File: config.mk
export PLATFORM = sky130hd
export DESIGN_NAME = sel_decoder
export DESIGN_NICKNAME = d
export VERILOG_FILES = /design/src/rtl/cpu_dec_pkg.sv /design/src/rtl/dec_core.sv /design/src/rtl/sel_decoder.sv
export SDC_FILE = /design/constraint.sdc
export NUM_CORES = 1
export LEC_CHECK = 0
export CORE_UTILIZATION = 50
export DETAILED_ROUTE_END_ITERATION = 7
export PLACE_DENSITY = 0.82
export SYNTH_ARGS = -nofsm -noshare
export SYNTH_HDL_FRONTEND = slang
export SYNTH_SLANG_ARGS = --single-unit
File: constraint.sdc
create_clock -name clk -period 4.85 [get_ports clk]
set_clock_uncertainty 0.15 [all_clocks]
set_input_delay 0.7275 -clock clk [delete_from_list [all_inputs] [get_ports clk]]
set_output_delay 0.7275 -clock clk [all_outputs]
set_load 0.03 [all_outputs]
File: src/rtl/cpu_dec_pkg.sv
// Shared types for the select decoder: FSM state encoding and request modes.
// Latency: n/a (declarations only).
// Backpressure: n/a.
package cpu_dec_pkg;

    typedef enum logic [1:0] {
        ST_IDLE  = 2'd0,
        ST_HOLD  = 2'd1,
        ST_PULSE = 2'd2,
        ST_SCAN  = 2'd3
    } dec_state_e;

    // Value of the mode input sampled on accept.
    localparam logic MODE_HOLD  = 1'b0;
    localparam logic MODE_PULSE = 1'b1;

endpackage

File: src/rtl/dec_core.sv
// Combinational AW-to-NUM_OUT one-hot decoder with enable.
// Latency: 0 cycles (pure combinational).
// Backpressure: none; output is all-zero when disabled or index >= NUM_OUT.
//
// Ports:
//   en_i   - decoder enable
//   idx_i  - select index
//   y_o    - one-hot result
module dec_core #(
    parameter int AW      = 3,
    parameter int NUM_OUT = 2 ** AW
) (
    input  logic               en_i,
    input  logic [AW-1:0]      idx_i,
    output logic [NUM_OUT-1:0] y_o
);

    // Only indices below NUM_OUT have an output bit, so out-of-range
    // indices fall through to all-zero without an explicit compare.
    always_comb begin
        y_o = '0;
        for (int i = 0; i < NUM_OUT; i++) begin
            y_o[i] = en_i && (idx_i == AW'(i));
        end
    end

endmodule

File: src/rtl/sel_decoder.sv
// Registered one-hot select decoder with HOLD, PULSE and walking-one SCAN modes.
// Latency: 1 cycle from accepting edge to y; scan emits one bit per cycle.
// Backpressure: in_ready low while busy (PULSE/SCAN) or when en is low.
//
// Ports: clk, rst_n (async active-low), en (global enable), in_valid/in_ready
// request handshake with addr/mode, scan_start, outputs y, y_valid, busy,
// scan_done, err.
// Build option: define SEL_DECODER_ERR_EN to pulse err on out-of-range
// accepts; otherwise err is constant 0.
module sel_decoder
    import cpu_dec_pkg::*;
#(
    parameter int AW      = 3,
    parameter int NUM_OUT = 2 ** AW
) (
    input  logic               clk,
    input  logic               rst_n,
    input  logic               en,
    input  logic               in_valid,
    output logic               in_ready,
    input  logic [AW-1:0]      addr,
    input  logic               mode,
    input  logic               scan_start,
    output logic [NUM_OUT-1:0] y,
    output logic               y_valid,
    output logic               busy,
    output logic               scan_done,
    output logic               err
);

    localparam int CW = $clog2(NUM_OUT);
    localparam logic [CW-1:0] SCAN_LAST = CW'(NUM_OUT - 1);

    dec_state_e         state_q, state_d;
    logic [NUM_OUT-1:0] y_q, y_d;
    logic               y_valid_q, y_valid_d;
    logic               scan_done_q, scan_done_d;
    logic               err_q, err_d;
    logic [CW-1:0]      cnt_q, cnt_d;

    logic               accept;
    logic               in_range;
    logic [CW-1:0]      cnt_inc;
    logic [AW-1:0]      scan_idx;
    logic [AW-1:0]      dec_idx;
    logic [NUM_OUT-1:0] dec_y;

    assign in_ready = en && (state_q == ST_IDLE || state_q == ST_HOLD);
    assign accept   = in_valid && in_ready;
    assign in_range = (32'(addr) < NUM_OUT);
    assign cnt_inc  = cnt_q + CW'(1);

    // One decoder serves both paths: an accept always wins, otherwise the
    // scan index (0 when starting from IDLE, next bit while scanning).
    assign scan_idx = (state_q == ST_SCAN) ? AW'(cnt_inc) : '0;
    assign dec_idx  = accept ? addr : scan_idx;

    dec_core #(
        .AW      (AW),
        .NUM_OUT (NUM_OUT)
    ) u_dec_core (
        .en_i  (en),
        .idx_i (dec_idx),
        .y_o   (dec_y)
    );

    always_comb begin
        state_d     = state_q;
        y_d         = y_q;
        cnt_d       = cnt_q;
        scan_done_d = 1'b0;
        err_d       = 1'b0;

        if (!en) begin
            state_d = ST_IDLE;
            y_d     = '0;
            cnt_d   = '0;
        end else if (accept) begin
            cnt_d = '0;
            if (in_range) begin
                y_d     = dec_y;
                state_d = (mode == MODE_HOLD) ? ST_HOLD : ST_PULSE;
            end else begin
                y_d     = '0;
                state_d = ST_IDLE;
`ifdef SEL_DECODER_ERR_EN
                err_d   = 1'b1;
`endif
            end
        end else begin
            unique case (state_q)
                ST_IDLE: begin
                    if (scan_start) begin
                        state_d = ST_SCAN;
                        y_d     = dec_y;
                        cnt_d   = '0;
                    end
                end
                ST_HOLD: begin
                    state_d = ST_HOLD;
                end
                ST_PULSE: begin
                    state_d = ST_IDLE;
                    y_d     = '0;
                end
                ST_SCAN: begin
                    if (cnt_q == SCAN_LAST) begin
                        state_d = ST_IDLE;
                        y_d     = '0;
                        cnt_d   = '0;
                    end else begin
                        cnt_d       = cnt_inc;
                        y_d         = dec_y;
                        scan_done_d = (cnt_inc == SCAN_LAST);
                    end
                end
                default: begin
                    state_d = ST_IDLE;
                    y_d     = '0;
                    cnt_d   = '0;
                end
            endcase
        end

        y_valid_d = $onehot(y_d);
    end

    always_ff @(posedge clk or negedge rst_n) begin
        if (!rst_n) begin
            state_q     <= ST_IDLE;
            y_q         <= '0;
            y_valid_q   <= 1'b0;
            scan_done_q <= 1'b0;
            err_q       <= 1'b0;
            cnt_q       <= '0;
        end else begin
            state_q     <= state_d;
            y_q         <= y_d;
            y_valid_q   <= y_valid_d;
            scan_done_q <= scan_done_d;
            err_q       <= err_d;
            cnt_q       <= cnt_d;
        end
    end

    assign y         = y_q;
    assign y_valid   = y_valid_q;
    assign busy      = (state_q == ST_PULSE) || (state_q == ST_SCAN);
    assign scan_done = scan_done_q;
    assign err       = err_q;

endmodule

==> impl_summary.log <==
INFO  metric ctsLongestPathBuffers = 2
INFO  metric cts_root_buffer = sky130_fd_sc_hd__clkbuf_4
INFO  metric vias = 1,145
INFO  metric drtPass1Iterations = 4
INFO  metric critical_path.endpoint_type = register
INFO  metric numPlacedInstances = 179
INFO  metric final_max_slew_viol_count = 0
INFO  metric max-cap-violations = 0
INFO  metric synth_cell_types = 42
INFO  metric yosys_most_used_dff = sky130_fd_sc_hd__dfrtp_1
INFO  metric synth.cell_area = 1240 sq um
INFO  metric floorplan.die.height = 51.7 um
INFO  metric cts_tree = done
INFO  metric avgRoutedWirePerCell = 15.9 um
INFO  metric floorplan.die.width = 51.7 um
INFO  metric post-cts-setup-buffers = 0
INFO  metric result_of_the_run = complete, no violations
INFO  metric placement.cell_area = 1460 sq um
INFO  metric timing.final.ws_setup = 0.227 ns
INFO  metric grt_pass1_vias = 1,089
INFO  metric cts_made_buffers = 3
INFO  metric synth-seq-area-share = 30.4%
INFO  metric crit_required = 4.92 ns
INFO  metric groute.usage.overall = 24.9%
INFO  metric worst_skew_pair.late_latency = 0.30 ns
INFO  metric design.final.nets = 180
INFO  metric final_layout_size_suffix_gt1_share = 13.5%
INFO  metric p_total = 0.000665 W
INFO  metric drt.antenna.violating_nets = 0
INFO  metric syn_area_per_cell = 9.23 sq um
INFO  metric vias_per_cell = 6.26
INFO  metric internal_reg_to_reg_setup_slack = 0.23 ns
INFO  metric worstSetupStartpointType = register
INFO  metric gp_congestion = 0.795
INFO  metric power_density = 441 nW/um^2
INFO  metric clkTransAtPathRegs = 0.09 ns
INFO  metric worst_slew_pin_slew = 0.691 ns
INFO  metric cts.htree.levels = 1
INFO  metric ios = 22
INFO  metric synthesis.instances = 134
INFO  metric fillerInstances = 181
INFO  metric finalInstanceArea = 1510 sq um
INFO  metric highest_attainable_clock_frequency = 0.216 GHz
INFO  metric period_share = 95.3%
INFO  metric die-area = 2670 sq um
INFO  metric mappedNetlistNets = 158
INFO  metric finalWirelength = 2910 um
INFO  metric path_max_fanout = 7
INFO  metric timing.setup.critical_path_class = reg -> reg
INFO  metric area_of_all_sequential_standard_cells = 377 sq um
INFO  metric cts.repair.resized = 0
INFO  metric grt_start_max_net_pins = 17
INFO  metric synth-async-reset-ratio = 100%
INFO  metric place_hpwl = 2180 um
INFO  metric arrival_time_worst_endpoint = 4.69 ns
INFO  metric post_cts_hold_buffer_count = 0
INFO  metric placement.io_buffers = 20
INFO  metric total_overflow_reported_by_the_global_router = 0
INFO  metric final-hold-violation-count = 0
INFO  metric dpl_worst_slack = -0.0445 ns
INFO  metric final_core_util = 66.3%
INFO  metric setup_violations = 0
INFO  metric drt_iter0_drc = 39
INFO  metric synth-seq-cells = 15
INFO  metric starting_utilization_of_the_core_area = 54.3%
INFO  metric mostFrequentLayoutCell = sky130_fd_sc_hd__clkdlybuf4s50_1
INFO  metric synth_edf_count = 0
INFO  metric area_used_by_multi_input_combinational_logic = 800 sq um
INFO  metric peakVddDrop = 0.315 mV
INFO  metric drc_errors = 0
INFO  metric worst_hold_path_type = reg -> reg
INFO  metric num_antenna_cells = 0
INFO  metric minimum_period_implied_by_the_final_worst_setup_slack = 4.62 ns
INFO  metric yosys_warnings = 0
INFO  metric finalNonFillerCells = 183
INFO  metric final_cell_mix = sky130_fd_sc_hd__clkdlybuf4s50_1, sky130_fd_sc_hd__nor2_1, sky130_fd_sc_hd__dfrtp_1
INFO  metric clock_sinks = 15
INFO  metric area.growth.synth_to_final = 22.1%
INFO  metric relSlewSlack = 53.8%
INFO  metric grt_pass1_wl = 4860 um
INFO  metric core = 2280 sq um
INFO  metric rows = 17
INFO  metric static-leakage-power = 0.672 nW
INFO  metric antenna_found_initial = 0
## layout make-up
class	count	area share [%]
Inverter	11	2.74
Sequential cell	15	25.0
Clock buffer	4	1.74
Multi-Input combinational cell	101	53.0
Timing Repair Buffer	24	15.3
Tap cell	28	2.32
## routing by layer
metal	wire, um	global-route usage, %	share of wire, %	up-vias
li1	-	-	-	517
met1	1160	30.0	40	546
met2	1430	42.4	49	63
met3	190	5.26	6.5	19
met4	131	11.3	4.5	0
met5	0	0	0	-
## registers in the layout, summed over array words and instances, names as in the netlist
name       cells
cnt_q          3
y              8
state_q        2
scan_done      1
y_valid        1
## final timing paths
path,startpoint,to,cells past startpoint
worst max-delay path,cnt_q[0],y_valid,17
worst min-delay path,cnt_q[2],cnt_q[2],2
worst max register to register,cnt_q[0],y_valid,17
worst min register to register,cnt_q[2],cnt_q[2],2
max in group asynchronous,rst_n,cnt_q[0],1
min in group asynchronous,rst_n,state_q[1],1
## through the flow
| step | TNS [ns] | hold slack, ns |
|---|---|---|
| after floorplan | 0 | 0.282 |
| final | 0 | 0.435 |
| after detailed placement | -0.0445 | 0.426 |
| after global placement | 0 | 0.386 |
| after CTS | 0 | 0.439 |
| after global routing | -0.0458 | 0.478 |
## cell usage after synthesis (all sizes together), types with 4 or more instances
| master | instances | area (sq um) |
|---|---|---|
| dfrtp | 15 | 375 |
| nor2 | 14 | 52.6 |
| ha | 11 | 138 |
| inv | 11 | 41.3 |
| nand2 | 9 | 33.8 |
| nand3 | 8 | 40.0 |
| o21ai | 8 | 40.0 |
| a21oi | 6 | 30.0 |
| a31oi | 4 | 25.0 |
| buf | 4 | 35.0 |
| fa | 4 | 80.1 |
## cells by family after synthesis
kind of cell	after synthesis	synth area share, %
other	1	0.303
buffers and inverters	18	7.08
flip-flops	15	30.4
AO/OA/AOI/OAI	34	20.6
adder cells (fa/ha/maj)	15	17.6
multiplexers	1	0.810
AND/OR/NAND/NOR	50	23.2
## where the power goes
part	switching (W)	internal, W
Sequential	0.0000172	0.000150
Combinational	0.000250	0.000173
Clock	0.0000428	0.0000321
Total	0.000310	0.000356
## worst max-delay path: stages, from the launching register on
cell	delay, ns
sky130_fd_sc_hd__dfrtp_2	0.48
sky130_fd_sc_hd__ha_1	0.23
sky130_fd_sc_hd__ha_1	0.24
sky130_fd_sc_hd__nand2b_1	0.22
sky130_fd_sc_hd__a221oi_4	0.33
sky130_fd_sc_hd__a221oi_1	0.15
sky130_fd_sc_hd__nor3_2	0.29
sky130_fd_sc_hd__fa_1	0.48
sky130_fd_sc_hd__inv_1	0.09
sky130_fd_sc_hd__fa_1	0.44
sky130_fd_sc_hd__fa_1	0.45
sky130_fd_sc_hd__inv_1	0.07
sky130_fd_sc_hd__ha_1	0.15
sky130_fd_sc_hd__inv_1	0.05
sky130_fd_sc_hd__fa_1	0.38
sky130_fd_sc_hd__nor2_1	0.11
sky130_fd_sc_hd__nand3_1	0.09
sky130_fd_sc_hd__a21oi_1	0.14
Power figures use the tool's default switching activity.
